--- src/rtl/apb_timer_mc.sv ---
// apb_timer_mc: N_CH independent prescaled up-counters with compare/overflow
// flags behind a zero-wait-state APB slave; one level interrupt per channel.
module apb_timer_mc #(
  parameter int APB_ADDR_WIDTH = 12,
  parameter int N_CH = 4,
  parameter int CNT_WIDTH = 32,
  parameter int PRESC_WIDTH = 8
) (
  input  logic                      HCLK,
  input  logic                      HRESETn,
  input  logic [APB_ADDR_WIDTH-1:0] PADDR,
  input  logic [31:0]               PWDATA,
  input  logic                      PWRITE,
  input  logic                      PSEL,
  input  logic                      PENABLE,
  output logic [31:0]               PRDATA,
  output logic                      PREADY,
  output logic                      PSLVERR,
  output logic [N_CH-1:0]           irq_o
);
  logic [3:0] ch;
  logic [1:0] rsel;
  logic err, acc, wr, unused;
  logic [31:0] rd [N_CH];
  assign ch = PADDR[7:4];
  assign rsel = PADDR[3:2];
  assign err = (int'(ch) >= N_CH) || (PADDR[1:0] != 2'b0) || ((PADDR >> 8) != '0);
  assign acc = PSEL & PENABLE;
  assign wr = acc & PWRITE & ~err;
  assign unused = ^PWDATA;
  assign PREADY = 1'b1;
  assign PSLVERR = acc & err;
  always_comb begin
    PRDATA = '0;
    for (int k = 0; k < N_CH; k++)
      if (acc && !err && ch == 4'(k)) PRDATA = rd[k];
  end
  for (genvar i = 0; i < N_CH; i++) begin : g_ch
    logic [CNT_WIDTH-1:0] cnt, cmp;
    logic [PRESC_WIDTH-1:0] presc, pcnt;
    logic en, oneshot, ie_cmp, ie_ovf, cmpf, ovff;
    logic sel, wr_cnt, wr_ctrl, wr_cmp, wr_stat, tick, hit;
    assign sel = wr && ch == 4'(i);
    assign wr_cnt = sel && rsel == 2'd0;
    assign wr_ctrl = sel && rsel == 2'd1;
    assign wr_cmp = sel && rsel == 2'd2;
    assign wr_stat = sel && rsel == 2'd3;
    // a software COUNT write swallows a coincident tick entirely
    assign tick = en && pcnt == presc && !wr_cnt;
    assign hit = tick && cnt == cmp;
    always_ff @(posedge HCLK or negedge HRESETn)
      if (!HRESETn) begin
        cnt <= '0;
        cmp <= '0;
        presc <= '0;
        pcnt <= '0;
        en <= 1'b0;
        oneshot <= 1'b0;
        ie_cmp <= 1'b0;
        ie_ovf <= 1'b0;
        cmpf <= 1'b0;
        ovff <= 1'b0;
      end else begin
        pcnt <= (!en || wr_cnt || wr_ctrl || tick) ? '0 : pcnt + 1'b1;
        if (wr_cnt) cnt <= PWDATA[CNT_WIDTH-1:0];
        else if (tick) cnt <= hit ? '0 : cnt + 1'b1;
        if (wr_cmp) cmp <= PWDATA[CNT_WIDTH-1:0];
        if (wr_ctrl) {presc, ie_ovf, ie_cmp, oneshot, en} <= {PWDATA[8+:PRESC_WIDTH], PWDATA[3:0]};
        else if (hit && oneshot) en <= 1'b0;
        cmpf <= hit | (cmpf & ~(wr_stat & PWDATA[0]));
        ovff <= (tick && !hit && &cnt) | (ovff & ~(wr_stat & PWDATA[1]));
      end
    assign irq_o[i] = (cmpf & ie_cmp) | (ovff & ie_ovf);
    assign rd[i] = rsel == 2'd0 ? 32'(cnt) :
                   rsel == 2'd1 ? 32'({presc, 4'b0, ie_ovf, ie_cmp, oneshot, en}) :
                   rsel == 2'd2 ? 32'(cmp) : {30'b0, ovff, cmpf};
  end
endmodule

--- config.mk ---
export PLATFORM = sky130hd
export DESIGN_NAME = apb_timer_mc
export DESIGN_NICKNAME = d
export VERILOG_FILES = /design/src/rtl/apb_timer_mc.sv
export SDC_FILE = /design/constraint.sdc
export NUM_CORES = 1
export LEC_CHECK = 0
export ABC_AREA = 1
export ABC_CLOCK_PERIOD_IN_PS = 3300
export BUFFER_PORTS_ARGS = -buffer_cell sky130_fd_sc_hd__buf_2
export CORE_MARGIN = 3
export CORE_UTILIZATION = 43
export CTS_BUF_LIST = sky130_fd_sc_hd__clkbuf_4 sky130_fd_sc_hd__clkbuf_8
export DETAILED_ROUTE_END_ITERATION = 8
export MAX_ROUTING_LAYER = met4
export PLACE_DENSITY = 0.58
export SKIP_LAST_GASP = 1
export SYNTH_ARGS = -nofsm -noshare
export SYNTH_HDL_FRONTEND = slang
export SYNTH_SLANG_ARGS = --single-unit
--- constraint.sdc ---
create_clock -name HCLK -period 3.3 [get_ports HCLK]
set_clock_uncertainty 0.15 [all_clocks]
set_input_delay 0.165 -clock HCLK [delete_from_list [all_inputs] [get_ports HCLK]]
set_output_delay 0.165 -clock HCLK [all_outputs]
set_load 0.01 [all_outputs]
==> impl_metrics.yaml <==
clock_network:
  cts_tree: "yes"
  cts_htree_levels: 3
  clk_path_buf_depth: 3
  clock_latency_ps: 690
  cts-root-buf: "clkbuf_8"
  path_clk_slew_ps: 60
  post_cts_buffers: 0
  numCtsBuffers: 70
  cts.sinks: 344
sta:
  rsz0062_at_grt: "no"
  worst_pin_slew_ps: 1060
  drv_slew: 0
  fmax_mhz: 314
  relSlewSlack_pct: 29.1
  setup_tns_ps: 0
  fin_ws_ps: 114
  setup_violations: 0
  finalHoldViolations: 0
  period_minus_slack_ps: 3190
  fin_crit_sh_pct: 96.6
logic_synthesis:
  synth.most_common_cell: "nand2_1"
  synthesis.area_um2: 23300
  synth_top_area_share_pct: 37.0
  yosysWarnings: 0
  async_reset_ff_share_pct: 100
  synth_cell_type_count: 52
  syn_avg_cell_area_um2: 6.67
  ys_ff_latch: 344
  ys_top_cells_by_area: "dfrtp_1, nand2_1, o21ai_0, inv_1, nand3_1"
  synth_nets: 3542
  synth-edff-count: 0
  synth_largest_area_cell: "dfrtp_1"
  syn_inst: 3485
  seq_area_frac_synth_pct: 37.0
  synthFlopType: "dfrtp_1"
  synth_common_cells: "nand2_1, inv_1, dfrtp_1"
layout:
  num_antenna_cells: 0
  ff_latch_area_um2: 8610
  nFillCells: 5468
  syn_to_final_growth_pct: 14.0
  multi_input_area_um2: 12600
  final_area_um2: 26500
  nets: 3657
  drive_gt1_share_pct: 9.12
global_routing:
  grt_first_pass_wirelength_um: 152000
  grt_pass1_vias: 23073
  grt_overflow: 0
  antenna_found_initial: 1
  grt_use_total_pct: 36.8
  grt_max_degree: 65
setup_path:
  cp_cell_sequence: "nand2_1 -> nand2_1 -> nor2_1 -> o21ai_0 -> nand2_1 -> a21oi_1 -> buf_2"
  max_stage_delay_ps: 580
  worstPathMaxFanout: 5
  worstSetupEndpointType: "output port"
  cpMaxStageDelayCell: "o21ai_0"
  path_buf_inv: 1
  setup.worst_path.start_class: "flip-flop"
  path_class: "reg2out"
  cp_top_family: "compound AO/OA/AOI/OAI gates"
  cpMostUsedCell: "nand2_1"
  rrSetupSlack_ps: 510
  cp.required_ps: 2980
  worstPathArrival_ps: 2870
power:
  power_switching_share_pct: 31.7
  power_switching_mw: 3.46
  seq_power_share_pct: 39.4
  clkPwrFrac_pct: 45.9
  p_total_mw: 10.9
  p_per_area_nw_per_um2: 412
  ir_drop_v: 0.000365
  intPower_mw: 7.45
  p_leak_nw: 12.2
  power.share.combinational_pct: 14.7
routing:
  viasPerCell: 5.69
  drt_iter0_drc: 2601
  routed_wl_um: 102000
  wire_per_inst_um: 23.6
  antenna_left: 0
  vias: 24681
  drt_first_pass_iters: 5
  drc: 0
floorplan:
  placeableCoreArea_um2: 53100
  start_util_pct: 43.8
  die_x_um: 239
  row_count: 84
  die_h_um: 239
  pin_count: 87
  die_area_um2: 56900
min_path:
  min_path_type: "in2reg"
placement:
  pre_cts_ws_ps: 342
  io_buffer_count: 85
  hpwl_um: 76800
  place_congestion: 1.05
  post_dp_cell_area_um2: 24600
outcome:
  status: "finished clean"
flow_run:
  drv_cap: 0
## sequential cells by signal (all words and copies together) (netlist names)
signal and cells:
g_ch.cmp 128, g_ch.cmpf 4, g_ch.cnt 128, g_ch.en 4
g_ch.ie_cmp 4, g_ch.ie_ovf 4, g_ch.oneshot 4, g_ch.ovff 4
g_ch.pcnt 32, g_ch.presc 32
## cell usage in the layout (no fill, tap or decap), drive strengths merged
cell type,n
clkinv,14
xnor2,44
o21ai,310
nand3,290
o211ai,16
o31ai,1
buf,153
nor3,62
inv,398
clkinvlp,4
nand4,80
and2,9
a22o,5
bufinv,5
dfrtp,344
dlygate4sd3,39
a221oi,4
nor2b,2
nor3b,8
a21oi,33
and3,2
a31oi,5
o22ai,42
or2,7
o221ai,16
nand2,1122
nor2,335
conb,1
o2111ai,11
nand3b,16
clkbuf,98
o21bai,18
xor2,130
ha,8
nor4,3
a211oi,10
a22oi,6
## power by group through the flow
stage / Sequential [mW] / Clock (mW) / Combinational (mW)
6_report: 4.30 / 5.01 / 1.60
5_1_grt: 4.30 / 5.25 / 1.67
3_5_place_dp: 4.37 / 0 / 1.51
4_1_cts: 4.30 / 5.08 / 1.56
2_1_floorplan: 4.36 / 0 / 0.738
3_3_place_gp: 4.37 / 0 / 1.52
## cells by family (layout without fill, tap and decap cells)
group,Yosys count,in the layout,share of synthesized area [%]
AND/OR/NAND/NOR,1936,1936,35.3
other,1,1,0.0161
adder cells (fa/ha/maj),8,8,0.430
flip-flops,344,344,37.0
XOR/XNOR,174,174,6.55
AO/OA/AOI/OAI,477,477,11.6
buffers and inverters,545,711,9.03
## worst paths after layout
| check | start | depth (start not counted) | endpoint |
|---|---|---|---|
| min reg2reg | g_ch[3].presc[7] | 2 | g_ch[3].presc[7] |
| max | g_ch[1].cnt[31] | 7 | PRDATA[31] |
| min in group asynchronous | HRESETn | 3 | g_ch[2].cmp[31] |
| max in group asynchronous | HRESETn | 4 | g_ch[3].cnt[29] |
| max reg2reg | g_ch[3].presc[6] | 8 | g_ch[3].ovff |
| min | PADDR[3] | 6 | g_ch[1].ovff |
## repair_timing
| item | in CTS | in global routing |
|---|---|---|
| resized for setup | 0 | 0 |
| endpoints found under the hold margin | 500 | 0 |
| endpoints found under the setup margin | 0 | 0 |
| hold buffers | 40 | 0 |
## per-layer routing
metal	part of all wire [%]	GRT usage (%)
met5	0	-
met4	5.4	17.1
met3	8.5	6.38
met2	43	53.5
met1	43	50.2
## worst min-delay path, stage by stage
cell and delay, ps:
buf_2 190, nand2_1 90, inv_1 140, nand2_1 130
o21ai_0 70, nand2_1 60
## layout make-up
type                       count  area share, %
clock inverter                25           1.05
tap                          688           3.25
clock buffer                  98           4.71
inverter                     396           5.62
multi-input combinational   2596           47.4
timing repair buffer         192           5.49
sequential                   344           32.5
## per-stage QoR
step / hold slack, ps / util (%) / instances
final: 63.9 / 49.9 / 4339
after global routing: 59.6 / 49.9 / 4339
after CTS: 0.423 / 49.9 / 4339
after detailed placement: 87.3 / 46.3 / 4176
after global placement: 89.1 / 46.3 / 4176
after floorplan: -281 / - / 3485
(Power assumes the default switching activity.)
